$ cat config.mk
export PLATFORM = sky130hd
export DESIGN_NAME = rgb_seq_ctrl_flat
export DESIGN_NICKNAME = d
export VERILOG_FILES = /design/src/rtl/rgb_seq_ctrl_if.sv /design/src/rtl/rgb_seq_ctrl.sv /design/src/flat_wrapper.sv
export SDC_FILE = /design/constraint.sdc
export NUM_CORES = 1
export LEC_CHECK = 0
export CELL_PAD_IN_SITES_DETAIL_PLACEMENT = 1
export CELL_PAD_IN_SITES_GLOBAL_PLACEMENT = 2
export CORE_MARGIN = 4
export CORE_UTILIZATION = 29
export CTS_BUF_LIST = sky130_fd_sc_hd__clkbuf_8
export CTS_CLUSTER_SIZE = 16
export DETAILED_ROUTE_END_ITERATION = 16
export GPL_TIMING_DRIVEN = 0
export PLACE_DENSITY_LB_ADDON = 0.3
export SYNTH_ARGS = -nofsm -noshare
export SYNTH_HDL_FRONTEND = slang
export SYNTH_SLANG_ARGS = --single-unit
$ cat constraint.sdc
create_clock -name clk -period 13.96 [get_ports clk]
set_clock_uncertainty 0.1 [all_clocks]
set_input_delay 1.396 -clock clk [delete_from_list [all_inputs] [get_ports clk]]
set_output_delay 1.396 -clock clk [all_outputs]
set_load 0.01 [all_outputs]
$ cat src/rtl/rgb_seq_ctrl_if.sv
// Register bus between spi_slave and the RGB sequencer.
// The master drives we/addr/wdat and the block returns combinational rdat.
interface rgb_seq_ctrl_if;
    logic        we;
    logic [6:0]  addr;
    logic [31:0] wdat;
    logic [31:0] rdat;

    modport master (output we, output addr, output wdat, input rdat);
    modport slave  (input we, input addr, input wdat, output rdat);
endinterface

$ cat src/rtl/rgb_seq_ctrl.sv
// Register-programmed RGB pattern sequencer.
// Steps an 8-entry duty/duration table on a prescaled tick and drives three PWM outputs.
module rgb_seq_ctrl #(
    parameter logic [6:0]  BASE      = 7'h10,
    parameter logic [15:0] PRESC_RST = 16'd0
) (
    input  logic          clk,
    input  logic          reset,
    rgb_seq_ctrl_if.slave bus,
    output logic          pwm_r,
    output logic          pwm_g,
    output logic          pwm_b,
    output logic          busy
);

    typedef enum logic [1:0] {IDLE, RUN, DONE} state_t;

    state_t      state;
    logic        ctrl_en;
    logic        ctrl_loop;
    logic [15:0] presc;
    logic [2:0]  nstep;
    logic [31:0] step_mem [8];

    logic [2:0]  cur_step;
    logic [2:0]  nxt_step;
    logic        done;
    logic [15:0] presc_cnt;
    logic [7:0]  dur_cnt;
    logic [7:0]  act_r, act_g, act_b;
    logic [7:0]  sh_r, sh_g, sh_b;
    logic [7:0]  pwm_cnt;

    logic        hit;
    logic [3:0]  off;
    logic        wr_ctrl;
    logic        wr_status;

    assign hit       = (bus.addr[6:4] == BASE[6:4]);
    assign off       = bus.addr[3:0];
    assign wr_ctrl   = bus.we && hit && (off == 4'h0);
    assign wr_status = bus.we && hit && (off == 4'h3);
    // Equality compare: NSTEP lowered below cur_step lets the sequence run to 7 and wrap.
    assign nxt_step  = (cur_step == nstep) ? 3'd0 : cur_step + 3'd1;
    assign busy      = (state == RUN);

    always_ff @(posedge clk or posedge reset) begin
        if (reset) begin
            ctrl_en   <= 1'b0;
            ctrl_loop <= 1'b0;
            presc     <= PRESC_RST;
            nstep     <= '0;
            for (int unsigned i = 0; i < 8; i++) step_mem[i] <= '0;
        end else if (bus.we && hit) begin
            if (off[3]) begin
                step_mem[off[2:0]] <= bus.wdat;
            end else begin
                case (off[2:0])
                    3'd0: begin
                        ctrl_en   <= bus.wdat[0];
                        ctrl_loop <= bus.wdat[1];
                    end
                    3'd1:    presc <= bus.wdat[15:0];
                    3'd2:    nstep <= bus.wdat[2:0];
                    default: ;
                endcase
            end
        end
    end

    always_ff @(posedge clk or posedge reset) begin
        if (reset) begin
            state     <= IDLE;
            cur_step  <= '0;
            done      <= 1'b0;
            presc_cnt <= '0;
            dur_cnt   <= '0;
            act_r     <= '0;
            act_g     <= '0;
            act_b     <= '0;
            sh_r      <= '0;
            sh_g      <= '0;
            sh_b      <= '0;
            pwm_cnt   <= '0;
            pwm_r     <= 1'b0;
            pwm_g     <= 1'b0;
            pwm_b     <= 1'b0;
        end else begin
            pwm_cnt <= pwm_cnt + 8'd1;
            pwm_r   <= (pwm_cnt < sh_r);
            pwm_g   <= (pwm_cnt < sh_g);
            pwm_b   <= (pwm_cnt < sh_b);
            if (pwm_cnt == '1) begin
                sh_r <= act_r;
                sh_g <= act_g;
                sh_b <= act_b;
            end

            if (wr_status && bus.wdat[8]) done <= 1'b0;

            // A CTRL write overrides any tick in the same cycle; the shadow clear wins over a frame reload.
            if (wr_ctrl) begin
                if (bus.wdat[0]) begin
                    state     <= RUN;
                    cur_step  <= '0;
                    act_r     <= step_mem[0][7:0];
                    act_g     <= step_mem[0][15:8];
                    act_b     <= step_mem[0][23:16];
                    presc_cnt <= presc;
                    dur_cnt   <= step_mem[0][31:24];
                end else begin
                    state    <= IDLE;
                    cur_step <= '0;
                    act_r    <= '0;
                    act_g    <= '0;
                    act_b    <= '0;
                    sh_r     <= '0;
                    sh_g     <= '0;
                    sh_b     <= '0;
                end
            end else if (state == RUN) begin
                if (presc_cnt != '0) begin
                    presc_cnt <= presc_cnt - 16'd1;
                end else begin
                    presc_cnt <= presc;
                    if (dur_cnt != '0) begin
                        dur_cnt <= dur_cnt - 8'd1;
                    end else if (cur_step == nstep && !ctrl_loop) begin
                        state <= DONE;
                        done  <= 1'b1;
                    end else begin
                        cur_step <= nxt_step;
                        act_r    <= step_mem[nxt_step][7:0];
                        act_g    <= step_mem[nxt_step][15:8];
                        act_b    <= step_mem[nxt_step][23:16];
                        dur_cnt  <= step_mem[nxt_step][31:24];
                    end
                end
            end
        end
    end

    always_comb begin
        bus.rdat = '0;
        if (hit) begin
            if (off[3]) begin
                bus.rdat = step_mem[off[2:0]];
            end else begin
                case (off[2:0])
                    3'd0:    bus.rdat = {30'd0, ctrl_loop, ctrl_en};
                    3'd1:    bus.rdat = {16'd0, presc};
                    3'd2:    bus.rdat = {29'd0, nstep};
                    3'd3:    bus.rdat = {23'd0, done, 1'b0, cur_step, 3'd0, busy};
                    default: bus.rdat = '0;
                endcase
            end
        end
    end

endmodule

$ cat src/flat_wrapper.sv
// flat-port wrapper written by rule: the top's interface ports become plain ports
module rgb_seq_ctrl_flat 
#(
    parameter logic [6:0]  BASE      = 7'h10,
    parameter logic [15:0] PRESC_RST = 16'd0
)
  (clk, reset, pwm_r, pwm_g, pwm_b, busy, bus_we, bus_addr, bus_wdat, bus_rdat);
  rgb_seq_ctrl_if bus_i ();
  input  logic clk;
  input  logic reset;
  output logic pwm_r;
  output logic pwm_g;
  output logic pwm_b;
  output logic busy;
  input wire logic [$bits(bus_i.we)-1:0] bus_we;
  input wire logic [$bits(bus_i.addr)-1:0] bus_addr;
  input wire logic [$bits(bus_i.wdat)-1:0] bus_wdat;
  output wire logic [$bits(bus_i.rdat)-1:0] bus_rdat;
  assign bus_i.we = bus_we;
  assign bus_i.addr = bus_addr;
  assign bus_i.wdat = bus_wdat;
  assign bus_rdat = bus_i.rdat;
  rgb_seq_ctrl #(.BASE(BASE), .PRESC_RST(PRESC_RST)) u_core (.clk(clk), .reset(reset), .bus(bus_i), .pwm_r(pwm_r), .pwm_g(pwm_g), .pwm_b(pwm_b), .busy(busy));
endmodule
Word-level counts from Yosys, hierarchy flattened
Index checks and enable logic that the tools add are counted. Widths: inputs -> output; s select.

$add $sub $neg: 4. Multipliers: 0. Div/mod/pow operators: 0. Magnitude comparators: 6. Eq/ne operators: 13. Shifts and indexed selects: 0. Mux-type cells: 67. Bitwise logic cells: 3. Reduce and logical (&&, ||, !) cells: 21.

Operator list (number): $mux 8 (33); $bwmux 256 (1); $mux 32 (7); $bmux 32 s3 (2); $demux 32 s3 (1); $mux 16 (4); $pmux 16 s4 (1); $lt 8x8->1 (3); $mux 3 (6); $reduce_bool 16->1 (1); $sub 16x1->16 const B (1); $reduce_and 4->1 (3); $mux 2 (5); $reduce_and 3->1 (3); $add 8x1->8 const B (1); $eq 8x8->1 const B (1); $ge 4x4->1 const B (2); $not 3->4 (2); $reduce_bool 8->1 (1); $sub 8x1->8 const B (1); $mux 1 (7); $eq 3x1->1 const B (2); $eq 3x2->1 const B (2); $logic_and 1x1->1 (6); 14 further kinds (18).

Register bits: 366. Bits in latches: 0. Bits in writable memories: 0. Bits in read-only memories: 0. Output and inout bits: 36. Logic and storage cells: 141. Memories kept: 0.

Longest topological paths before layout
Word-level depth: 11. Mapped depth: 9.

Worst setup path after synthesis
Ideal clock, no wire load.

Path type: input to output. Start: input port bus_addr[0]. End: output port bus_rdat[10]. Arrival: 3.029 ns. Setup slack: 9.435 ns. Stages on the path: 8. Buffers on the path: 4. Path through: buf_2 > buf_4 > buf_4 > buf_2 > nand2_1 > nor3_1 > nand2_1 > o21ai_0.

Cells in the longest elaborated chain, start to end: 6.

RTL lines: start, declared (RTL line flat_wrapper.sv:16) `input wire logic [$bits(bus_i.addr)-1:0] bus_addr;`; $not 3->4 (implied by the code) (RTL line rgb_seq_ctrl.sv:147) `bus.rdat = step_mem[off[2:0]];`; $bmux 32 s3 (RTL line rgb_seq_ctrl.sv:147); $mux 32 (implied by the code) (2 in a row) (RTL line rgb_seq_ctrl.sv:147); $mux 32 (*) (RTL line rgb_seq_ctrl.sv:146) `if (off[3]) begin`; $mux 32 (*) (RTL line rgb_seq_ctrl.sv:145) `if (hit) begin`; end, declared (RTL line flat_wrapper.sv:18) `output wire logic [$bits(bus_i.rdat)-1:0] bus_rdat;`.

Mark *: on every way between the ends. The rest lies on a longest branch, timed or not. The select of a mux whose other input is x is not followed.

Worst setup path after layout
Start: input port bus_addr[1]. End: output port bus_rdat[11].

The elaborated chain is that of the path after synthesis.

==> flow_metrics.env <==
export IMPL_period_minus_slack_ns=6.93
export IMPL_cts_hold_buffers=0
export IMPL_antenna_found_initial=3
export IMPL_final_nets=2016
export IMPL_max_freq_mhz=144
export IMPL_rsz0062_at_grt="no"
export IMPL_routedWlPerCell_um=28.4
export IMPL_r2r_start="u_core.cur_step[1]"
export IMPL_die_height_um=270
export IMPL_crit_top_cell="buf_1"
export IMPL_endpoint_kind="output port"
export IMPL_cp_top_family="buffers and inverters"
export IMPL_timing_final_crit_share=0.497
export IMPL_power_total_w=0.00303
export IMPL_synthTopCellsByArea="dfrtp_1 46%, mux2_2 18%, mux4_2 5.6%"
export IMPL_hold_path_class="register to register"
export IMPL_yosysWarnings=0
export IMPL_ys_types=70
export IMPL_grt_overflow=0
export IMPL_fin_area_um2=23300
export IMPL_synthFlopType="dfrtp_1"
export IMPL_yosysSeqAreaShare=0.459
export IMPL_cts_root_buffer="clkbuf_8"
export IMPL_numCtsBuffers=72
export IMPL_die_x_um=270
export IMPL_cp_buffers_inverters=5
export IMPL_grt_busiest_layer="met2"
export IMPL_powerDensity_nw_per_um2=130
export IMPL_via_per_inst=5.65
export IMPL_synth_largest_area_cell="dfrtp_1"
export IMPL_cts_sinks=366
export IMPL_drt_total_wl_um=81700
export IMPL_dp_hpwl_um=58100
export IMPL_cts_setup_buffers=0
export IMPL_ant_nets=0
export IMPL_dr_pass1_iters=5
export IMPL_io_pins=78
export IMPL_initial_core_util=0.295
export IMPL_grt_pass1_vias=17400
export IMPL_synthTopCellsByCount="366 x dfrtp_1, 315 x mux2_2, 134 x nor2_1"
export IMPL_met3_usage=0.0398
export IMPL_fin_cells=2877
export IMPL_gp_congestion=0.888
export IMPL_netlist_area_leader_share=0.459
export IMPL_final_max_slew_viol_count=0
export IMPL_synth_seq_cells=366
export IMPL_tritoncts="yes"
export IMPL_maxSlewHeadroom=0.0871
export IMPL_hold_start="u_core.presc_cnt[6]"
export IMPL_worst_pin_slew_ns=1.37
export IMPL_syn_inst=1798
export IMPL_coreArea_um2=67600
export IMPL_p_leak_nw=10.7
export IMPL_dieArea_um2=73000
export IMPL_drc=0
export IMPL_async_flop_share=1.00
export IMPL_vias=16200
export IMPL_cts_resized=0
export IMPL_drive_above_1_share=0.263
export IMPL_finalHoldViolCount=0
export IMPL_grt_pass1_wl_um=119000
export IMPL_dpl_cell_area_um2=21900
export IMPL_final_util=0.344
export IMPL_clk_pin_slew_ns=0.05
export IMPL_start_kind="input port"
export IMPL_clockBufferDepth=3
export IMPL_synth_most_common_cell="dfrtp_1"
export IMPL_use_met2=0.355
export IMPL_slowest_delay_ns=1.07
export IMPL_use_met1=0.294
export IMPL_io_buffers=72
export IMPL_grt_max_degree=119
export IMPL_avgSynthCellArea_um2=11.1
export IMPL_fin_hold_ws_ns=0.390
export IMPL_crit_path_max_fanout=10
export IMPL_dp_cells=2746
export IMPL_vdd_ir_drop_worst_v=0.0000732
export IMPL_syn_nets=1867
export IMPL_rows=95
export IMPL_slowest_stage="clkbuf_1"
export IMPL_htree_levels=3
export IMPL_cp_arrival_ns=5.44
export IMPL_status="complete, no violations"
export IMPL_grt_use_total=0.220
export IMPL_cp_cell_sequence="buf_2, buf_1, clkbuf_1, buf_1, a31oi_1, o21ai_0, clkdlybuf4s50_1"
export IMPL_path_class="input port to output port"
export IMPL_initialDrtViolationCount=1173
export IMPL_startpoint="bus_addr[1]"
export IMPL_synth_edff_count=0
export IMPL_syn_cell_area_um2=19900
export IMPL_drv_cap=0
export IMPL_cp_required_ns=12.46
export IMPL_clk_insertion_delay_late_ns=0.68
export IMPL_setup_violations=0
export IMPL_area_delta_synth_final_pct=16.8
## final cells by class
cell class,count,area [um2]
fillers,7466,44300
repair buffers,75,803
clock buffers,89,1220
well taps,873,1090
plain buffers,131,559
multi-input cells,1266,10100
flip-flops and latches,366,9160
inverters,35,139
diodes,4,10.0
clock inverters,38,201
## state kept, by name, indices dropped and copies added (netlist names), 2 cells and up
signal,count
u_core.step_mem,256
u_core.presc,16
u_core.presc_cnt,16
u_core.act_b,8
u_core.act_g,8
u_core.act_r,8
u_core.dur_cnt,8
u_core.pwm_cnt,8
u_core.sh_b,8
u_core.sh_g,8
u_core.sh_r,8
u_core.cur_step,3
u_core.nstep,3
u_core.state,2
## routing by layer
layer	up-vias	wire length (um)	share of wire
met3	150	4670	0.057
met4	0	3200	0.039
met2	538	38000	0.46
li1	6941	-	-
met1	8616	35900	0.44
met5	-	0	0
## metrics by stage
| step | setup WS [ns] | setup TNS (ns) |
|---|---|---|
| after CTS | 7.10 | 0 |
| after global routing | 6.97 | 0 |
| after global placement | -3.11 | -1119.78 |
| after detailed placement | 7.11 | 0 |
| final | 7.03 | 0 |
| after floorplan | 2.30 | 0 |
## cells by family after synthesis
group | share of synthesized area
compound gates | 0.118
buf+inv | 0.0346
xor+xnor | 0.00646
fa+ha+maj | 0.0169
flops | 0.459
simple gates | 0.0970
mux | 0.268
## placed cells by master, fill, tap and decap left out, drive strengths merged, types with 8 or more instances in the layout
cell and count:
a211oi 8, a21oi 126, a221oi 8, a22oi 25, a31oi 34, and3 10
buf 73, clkbuf 150, clkdlybuf4s50 72, dfrtp 366, ha 27, inv 67
mux2 334, mux2i 46, mux4 50, nand2 119, nand2b 23, nand3 44
nor2 136, nor2b 8, nor3 41, o211ai 8, o21ai 91, o221ai 24
o22ai 12, o31ai 8, xor2 9
## worst min-delay path: stages, from the launching register on
cell and delay [ns]:
dfrtp_1 0.35, nand2_1 0.06, nand2_1 0.05
## worst paths after layout
kind / depth (start not counted) / slack, ns / endpoint
hold reg to reg: 2 / 0.39 / u_core.presc_cnt[6]
setup / recovery: 7 / 7.03 / bus_rdat[11]
min in group asynchronous: 2 / 1.03 / u_core.step_mem[194]
hold / removal: 2 / 0.39 / u_core.presc_cnt[6]
max in group asynchronous: 4 / 11.31 / u_core.step_mem[118]
setup reg to reg: 7 / 10.13 / u_core.act_r[0]
## power by group
part | internal (W) | switching (W) | total [W]
clock | 0.000592 | 0.000501 | 0.00109
combinational | 0.000253 | 0.000442 | 0.000695
sequential | 0.00116 | 0.0000862 | 0.00124
Note: power is estimated with default switching activity, not from simulation.
==> edit (same settings) <==
The output `pwm_g` loses its register stage (`pwm_g` becomes a continuous assignment).
--- a/src/rtl/rgb_seq_ctrl.sv
+++ b/src/rtl/rgb_seq_ctrl.sv
@@ -83,12 +83,10 @@
             sh_b      <= '0;
             pwm_cnt   <= '0;
             pwm_r     <= 1'b0;
-            pwm_g     <= 1'b0;
             pwm_b     <= 1'b0;
         end else begin
             pwm_cnt <= pwm_cnt + 8'd1;
             pwm_r   <= (pwm_cnt < sh_r);
-            pwm_g   <= (pwm_cnt < sh_g);
             pwm_b   <= (pwm_cnt < sh_b);
             if (pwm_cnt == '1) begin
                 sh_r <= act_r;
@@ -140,6 +138,8 @@
         end
     end
 
+    assign pwm_g = (pwm_cnt < sh_g);
+
     always_comb begin
         bus.rdat = '0;
         if (hit) begin
Function: not settled (the Yosys comparison gave no result); the edit may change what the design does.
==> edit against the unedited design <==
The run now ends with capacitance limit, slew limit left; setup slack got worse by 1100 ps; sequential cell count fell by 1; synthesized cell count fell by 0.78%; global-route usage rose by 1.6 points; power down 0.92%; die area decreased by 0.88%; wire length is 4.2% higher; combinational power fell by 14%; design area fell by 0.41%; area after synthesis is 0.91% lower; hold slack got worse by 7.1 ps; first-iteration DRC count is 20% higher; critical path type unchanged.
==> edit: results (changes against the unedited design) <==
- The part of the power in the clock network is 38.4% (was 36.1%).
- The net count after synthesis is 1853 (was 1867).
- The topmost layer with routed signal wires is met5 (was met4).
- The count of input and output buffers came to 73 (was 72).
- The total of fill cells in the finished design is 7426 (was 7466).
- The ratio of cells with drive above 1 in the final layout came to 22.0% (was 26.3%).
- The proportion of synthesized area in mux cells is 26.3% (was 26.8%).
- The filler-free cell count of the finished design is 2866 (was 2877).
- The share of the synthesized area in compound gates (AO/OA/AOI/OAI) was 12.5% (was 11.8%).
- The maximum vdd ir drop was 63.4 uV (was 73.2 uV).
- The met2 wire length is 39.1 mm (was 38.0 mm).
- The wire length per cell is 29.7 microns (was 28.4 microns).
- The leakage power total is 10.8 nW (was 10.7 nW).
- The headroom to the max-slew limit was -1.34% (was 8.71%).
- The initial antenna violation count is 4 (was 3).
- The distinct cell type count of the synthesized netlist was 73 (was 70).
- The number of placed instances, taps included is 2734 (was 2746).
- The maximum number of pins on one net before global-route repair came to 124 (was 119).
- The number of nets in the layout is 2004 (was 2016).
- The share of the synthesized netlist area taken by xor and xnor gates is 0.798% (was 0.646%).
- The HPWL reported at the end of detailed placement is 58.0 mm (was 58.1 mm).
- The largest fanout on the critical path came to 11 (was 10).
- The clock network power consumption is 1.15 mW (was 1.09 mW).
- The met3 track demand over resource in global routing was 4.96% (was 3.98%).
- The met3 layer wire length in the routed design is 5.37 mm (was 4.67 mm).
- The final max-slew violation count came to 12 (was 0).
- The adder-cell share of the synthesized area is 1.71% (was 1.69%).
- The total routed wire length on the met1 layer came to 37.3 mm (was 35.9 mm).
- The number of instances in the synthesized netlist is 1784 (was 1798).
- The routing usage on met2 is 37.6% (was 35.5%).
- The met1 demand-to-capacity share in global routing came to 31.8% (was 29.4%).
- The Yosys warning count came to 0 (unchanged).
- The total track usage is 23.6% (was 22.0%).
- The count of maximum capacitance violations came to 1 (was 0).
- The via count of the first global-routing pass came to 17100 (was 17400).
- The switching power share of the total is 33.1% (was 34.0%).
- The routability congestion estimate is 0.896 (was 0.888).
- The mean number of vias per cell is 5.61 (was 5.65).
- Result of the run: finished with violations (was finished clean).
- The area used by sequential logic in the layout is 0.00913 sq mm (was 0.00916 sq mm).
- The checks that failed: capacitance limit, slew limit.
- The instance area after placement is 0.0217 sq mm (was 0.0219 sq mm).
- The wire length of the first global-routing pass is 123 mm (was 119 mm).
- The proportion of synthesized chip area in sequential cells is 46.2% (was 45.9%).
-- edit: cell types whose count changed in the layout (fill, tap and decap cells not counted), moves of 20 or more --
cell                      unedited run  this run
sky130_fd_sc_hd__a21o_1              2        23
sky130_fd_sc_hd__mux2_1             19        73
sky130_fd_sc_hd__mux2_2            315       233
sky130_fd_sc_hd__mux2i_1            46        71
sky130_fd_sc_hd__nand2_1           119       167
sky130_fd_sc_hd__nor2_1            134       111
sky130_fd_sc_hd__o21ai_0            90        70
-- edit: cell type report --
class,instances,share of cell area (%)
plain buffers,130,2.32
flip-flops and latches,365,39.4
inverters,36,0.615
repair buffers,77,3.54
multi-input cells,1253,42.9
clock buffers,92,5.46
well taps,873,4.71
diodes,2,0.0216
clock inverters,38,1.02
-- edit: worst paths after layout --
check / depth (start not counted) / end / from / slack (ps)
min in group asynchronous: 2 / u_core.presc_cnt[3] / reset / 930
max in group asynchronous: 5 / u_core.step_mem[151] / reset / 10840
worst max register to register: 7 / u_core.act_g[0] / u_core.cur_step[1] / 9170
worst max-delay path: 8 / bus_rdat[7] / bus_addr[1] / 5940
worst min register to register: 1 / u_core.state[1] / u_core.state[1] / 380
worst min-delay path: 1 / u_core.state[1] / u_core.state[1] / 380
-- edit: critical path, stage by stage --
cell                              delay [ps]
sky130_fd_sc_hd__clkdlybuf4s50_1         650
sky130_fd_sc_hd__buf_2                   280
sky130_fd_sc_hd__buf_1                  1130
sky130_fd_sc_hd__buf_1                  1000
sky130_fd_sc_hd__clkbuf_1                860
sky130_fd_sc_hd__a21oi_1                 130
sky130_fd_sc_hd__o21ai_0                 420
sky130_fd_sc_hd__clkdlybuf4s50_1         630
